[src/rtl/window_cropper.sv]
// window_cropper: crops an AXI4-Stream video stream to a latched window (left, width, top, height).
// Optional m_eof end-of-window pulse is built only when WINDOW_CROPPER_EOF_EN is defined.
module window_cropper #(
    parameter int C_HBITS       = 12,
    parameter int C_WBITS       = 12,
    parameter int C_PIXEL_WIDTH = 8
) (
    input  logic                     clk,
    input  logic                     resetn,
    input  logic [C_WBITS-1:0]       s_left,
    input  logic [C_WBITS-1:0]       s_width,
    input  logic [C_HBITS-1:0]       s_top,
    input  logic [C_HBITS-1:0]       s_height,
    input  logic                     s_axis_tvalid,
    input  logic [C_PIXEL_WIDTH-1:0] s_axis_tdata,
    input  logic                     s_axis_tuser,
    input  logic                     s_axis_tlast,
    output logic                     s_axis_tready,
    output logic                     m_axis_tvalid,
    output logic [C_PIXEL_WIDTH-1:0] m_axis_tdata,
    output logic                     m_axis_tuser,
    output logic                     m_axis_tlast,
    input  logic                     m_axis_tready
`ifdef WINDOW_CROPPER_EOF_EN
    ,
    output logic                     m_eof
`endif
);
    localparam logic [C_WBITS-1:0] X_ONE  = C_WBITS'(1);
    localparam logic [C_HBITS-1:0] Y_ONE  = C_HBITS'(1);
    localparam logic [C_WBITS:0]   XE_ONE = (C_WBITS+1)'(1);
    localparam logic [C_HBITS:0]   YE_ONE = (C_HBITS+1)'(1);

    logic [C_WBITS-1:0]       r_left, r_width, r_x;
    logic [C_HBITS-1:0]       r_top, r_height, r_y;
    logic                     r_sofp;
    logic                     r_valid, r_user, r_last;
    logic [C_PIXEL_WIDTH-1:0] r_data;

    logic                     w_fire, w_sof, w_in, w_last, w_sofp;
    logic [C_WBITS-1:0]       w_left, w_width, w_x;
    logic [C_HBITS-1:0]       w_top, w_height, w_y;
    logic [C_WBITS:0]         w_xend;
    logic [C_HBITS:0]         w_yend;

    assign s_axis_tready = !r_valid || m_axis_tready;
    assign w_fire        = s_axis_tvalid && s_axis_tready;
    assign w_sof         = w_fire && s_axis_tuser;
    assign m_axis_tvalid = r_valid;
    assign m_axis_tdata  = r_data;
    assign m_axis_tuser  = r_user;
    assign m_axis_tlast  = r_last;

    // The SOF beat sees the freshly presented window and position (0,0) instead of the stale registers.
    always_comb begin
        w_left   = w_sof ? s_left   : r_left;
        w_width  = w_sof ? s_width  : r_width;
        w_top    = w_sof ? s_top    : r_top;
        w_height = w_sof ? s_height : r_height;
        w_x      = w_sof ? '0 : r_x;
        w_y      = w_sof ? '0 : r_y;
        w_sofp   = w_sof || r_sofp;
        w_xend   = {1'b0, w_left} + {1'b0, w_width};
        w_yend   = {1'b0, w_top} + {1'b0, w_height};
        w_in     = (w_x >= w_left) && ({1'b0, w_x} < w_xend) &&
                   (w_y >= w_top)  && ({1'b0, w_y} < w_yend);
        w_last   = (({1'b0, w_x} + XE_ONE) == w_xend) || s_axis_tlast;
    end

    // Window is captured only on a consumed SOF beat; mid-frame changes wait for the next frame.
    always_ff @(posedge clk or negedge resetn) begin
        if (!resetn) begin
            r_left   <= '0;
            r_width  <= '0;
            r_top    <= '0;
            r_height <= '0;
        end else if (w_sof) begin
            r_left   <= s_left;
            r_width  <= s_width;
            r_top    <= s_top;
            r_height <= s_height;
        end
    end

    // Column/row position of the next input beat, saturating at all-ones.
    always_ff @(posedge clk or negedge resetn) begin
        if (!resetn) begin
            r_x <= '0;
            r_y <= '0;
        end else if (w_fire) begin
            r_x <= s_axis_tlast ? '0 : ((&w_x) ? w_x : w_x + X_ONE);
            r_y <= s_axis_tlast ? ((&w_y) ? w_y : w_y + Y_ONE) : w_y;
        end
    end

    // Remember a frame start until the first in-window pixel carries it out as tuser.
    always_ff @(posedge clk or negedge resetn) begin
        if (!resetn) begin
            r_sofp <= 1'b0;
        end else if (w_fire) begin
            r_sofp <= w_sofp && !w_in;
        end
    end

    // Single output register; it only advances when empty or being drained.
    always_ff @(posedge clk or negedge resetn) begin
        if (!resetn) begin
            r_valid <= 1'b0;
            r_data  <= '0;
            r_user  <= 1'b0;
            r_last  <= 1'b0;
        end else if (s_axis_tready) begin
            r_valid <= w_fire && w_in;
            if (w_fire && w_in) begin
                r_data <= s_axis_tdata;
                r_user <= w_sofp;
                r_last <= w_last;
            end
        end
    end

`ifdef WINDOW_CROPPER_EOF_EN
    logic r_last_row;
    logic w_last_row;

    assign w_last_row = ({1'b0, w_y} + YE_ONE) == w_yend;
    assign m_eof      = r_valid && m_axis_tready && r_last && r_last_row;

    // Tag the held output beat with whether it came from the window's final row.
    always_ff @(posedge clk or negedge resetn) begin
        if (!resetn) begin
            r_last_row <= 1'b0;
        end else if (s_axis_tready && w_fire && w_in) begin
            r_last_row <= w_last_row;
        end
    end
`endif

endmodule

[config.mk]
export PLATFORM = sky130hd
export DESIGN_NAME = window_cropper
export DESIGN_NICKNAME = d
export VERILOG_FILES = /design/src/rtl/window_cropper.sv
export SDC_FILE = /design/constraint.sdc
export NUM_CORES = 1
export LEC_CHECK = 0
export BUFFER_PORTS_ARGS = -buffer_cell sky130_fd_sc_hd__buf_4
export CORE_ASPECT_RATIO = 1.75
export CORE_MARGIN = 2
export CORE_UTILIZATION = 59
export DETAILED_ROUTE_END_ITERATION = 7
export PLACE_DENSITY = 0.84
export SLEW_MARGIN = 20
export SYNTH_ARGS = -nofsm -noshare
export SYNTH_HDL_FRONTEND = slang
export SYNTH_SLANG_ARGS = --single-unit
[constraint.sdc]
create_clock -name clk -period 6.3 [get_ports clk]
set_input_delay 0.945 -clock clk [delete_from_list [all_inputs] [get_ports clk]]
set_output_delay 0.945 -clock clk [all_outputs]
set_load 0.02 [all_outputs]
==> results.ini <==
[sta]
fmax_ghz=0.184
period_share=0.865
rsz0062_at_grt=false
hold_viol_final=0
min_period_ns=5.45
tightest_slew_ns=0.926
maxSlewHeadroom=0.383
timing.setup.tns_ns=0
clock_skew_ns=0.00455
finalSetupViolations=0
drv_slew=0

[clock_tree]
clk_latency_ns=0.35
hold_buffers=0
cts_buffer_depth=2
cts_num_sinks=84
cts_tree=done
cts_resized=0
cts_setup_buffers=0
cts_root_buf=clkbuf_16
cts_inserted_buffers=9
cts_htree_levels=3
clkSlewWorstSetupHoldPaths_ns=0.06

[setup_path]
worstSetupStartpoint=m_axis_tready
reg2regPathDepth=22
crit_end=m_axis_tdata[6]
r2r_end=m_axis_tdata[6]
path_class=in -> reg
worstSetupEndpointType=register
r2r_slack_ns=1.21
cp.arrival_ns=5.68
cp_max_fo=36
worstPathRequired_ns=6.53
start_kind=input port
reg2reg_from=m_axis_tvalid

[route]
drtIter0Drc=303
num_vias=5308
vias_per_cell=6.07
wl_per_cell_um=18.3
ant_nets=0
wl_um=16000
drc=0
drt_pass1_iterations=6

[synthesis]
ys_seq_area_frac=0.342
syn_avg_cell_area_sq_um=9.04
synth_fp_nets=816
yosysTopAreaCell=dfrtp_1
synthXorXnorAreaFrac=0.0689
synthArstFlopShare=1.00
synthSimpleGateAreaFrac=0.185
synthMuxAreaShare=0.0558
yosys_warnings=0
synth_top_family_by_area=simple AND/OR/NAND/NOR gates
synth_area_leaders=dfrtp_1 34%, ha_1 15%, nand2_1 6.5%, mux2i_1 3.7%, xor2_1 3.6%
synth_top_area_frac=0.342
synthFlopType=dfrtp_1
synth-seq-cells=84
syn_area_sq_um=6140
synth_compound_area_frac=0.147
synth.distinct_cells=60
synth-edff-count=0
netlist_instances=679
synthAdderAreaFrac=0.155

[global_route]
antenna_found_initial=0
first_global_vias=5559
grt_pass1_wl_um=26100
grt_use_total=0.300
grt_overflow=0
grt_max_degree=69

[floorplan]
die_x_um=81.1
io-pin-count=74
rows=49
die_h_um=139
die_area_sq_um=11300
core_sq_um=10200
initial_utilization=0.603

[final_layout]
insertedDiodeCount=0
fill_cells=805
drive_above_1_share=0.155
finalNonFillerCells=874
area_growth_pct=16.5
finalNetCount=880

[power]
vdd_ir_drop_max_uv=159
power.density_nw_per_um2=270
leakagePower_nw=3.79

[job]
drv_cap=0

[hold_path]
hold_class=in -> async

[placed_design]
dp_hpwl_um=12000
dpl.cell_count=859
place_congestion=0.923
portBuffers=73

[run_status]
status=finished clean

Yosys cell counts (5+ instances only):
cell type / instances
nand2_1: 106
dfrtp_1: 84
ha_1: 73
inv_1: 42
nor2_1: 37
o21ai_0: 30
xor2_1: 25
and2_1: 24
nand3_1: 24
mux2i_1: 23
a21oi_1: 21
clkbuf_1: 19
xnor2_1: 18
a21o_1: 13
nand4_1: 13
a211oi_1: 11
mux2_2: 10
nor3_1: 10
o21a_1: 8
nor2b_1: 6
and3_1: 5
buf_2: 5
nor3b_1: 5
o31ai_1: 5
worst min path at each step:
stage | cells past startpoint | to | slack [ns] | start
finish | 1 | r_left[7] | 0.45 | resetn
global route | 1 | r_left[2] | 0.47 | resetn
CTS | 1 | r_width[7] | 0.45 | resetn
detailed placement | 2 | r_width[10] | 0.46 | r_width[10]
global placement | 2 | r_height[9] | 0.46 | r_height[9]
floorplan | 2 | r_height[0] | 0.44 | r_height[0]
state kept, by name, summed over array words and instances (netlist names):
name / flops
r_top: 12
m_axis_tvalid: 1
r_width: 12
r_sofp: 1
r_y: 12
r_x: 12
m_axis_tuser: 1
r_height: 12
r_left: 12
m_axis_tdata: 8
m_axis_tlast: 1
critical path: stages:
cell,delay [ns]
buf_4,0.10
nand2b_1,0.27
nand3_4,0.26
buf_12,0.24
mux2i_1,0.27
inv_1,0.14
ha_1,0.31
a21o_1,0.16
a21oi_1,0.21
nor2b_1,0.07
o21a_1,0.18
nor3_1,0.25
o31ai_1,0.19
o41ai_1,0.36
xor2_1,0.14
ha_1,0.31
nor2_1,0.05
nor2_1,0.11
nand2_1,0.06
a41oi_1,0.19
o21ai_0,0.13
nand4_1,0.11
buf_4,0.20
mux2_2,0.35
power by group:
group | switching (mW) | internal, mW | leakage, nW
Clock | 0.218 | 0.396 | 0.162
Sequential | 0.0212 | 0.592 | 1.07
Combinational | 0.409 | 0.295 | 2.56
Total | 0.648 | 1.28 | 3.79
logic make-up (layout without fill, tap and decap cells):
family / Yosys count / count (layout)
compound gates: 129 / 129
buf+inv: 70 / 138
fa+ha+maj: 75 / 75
simple gates: 243 / 243
mux: 33 / 33
xor+xnor: 45 / 45
flops: 84 / 84
cell type report:
type,count,area [sq um],area share
well taps,127,159,0.0222
inverters,42,158,0.0220
flip-flops and latches,84,2100,0.294
clock buffers,11,243,0.0339
multi-input cells,525,3770,0.527
clock inverters,4,97.6,0.0136
repair buffers,81,621,0.0868
metal layers:
metal / global-route usage / routed length, um / part of all wire / vias up
li1: - / - / - / 2518
met1: 0.303 / 5640 / 0.35 / 2547
met2: 0.550 / 8840 / 0.55 / 180
met3: 0.0397 / 506 / 0.032 / 63
met4: 0.192 / 1000 / 0.063 / 0
met5: 0 / 0 / 0 / -
metrics by stage:
step           cell area (sq um)  setup slack [ns]  hold WS (ns)   util  power, mW
2_1_floorplan               6140             0.524         0.444      -       1.12
3_5_place_dp                6810             0.636         0.463  0.669       1.31
6_report                    7150             0.853         0.453  0.703       1.93
3_3_place_gp                6810             0.764         0.459  0.669       1.29
5_1_grt                     7150             0.423         0.468  0.703       2.04
4_1_cts                     7150             0.908         0.455  0.703       1.93
cells in the final DEF (no fill, tap or decap), types with 8 or more instances in the layout:
cell and count:
a211oi_1 11, a21o_1 13, a21oi_1 21, and2_1 24, buf_4 80, clkbuf_16 9, dfrtp_1 84, ha_1 73
inv_1 42, mux2_2 10, mux2i_1 23, nand2_1 106, nand3_1 23, nand4_1 13, nor2_1 37, nor3_1 10
o21a_1 8, o21ai_0 30, xnor2_1 18, xor2_1 25
Note: power is estimated with default switching activity, not from simulation.
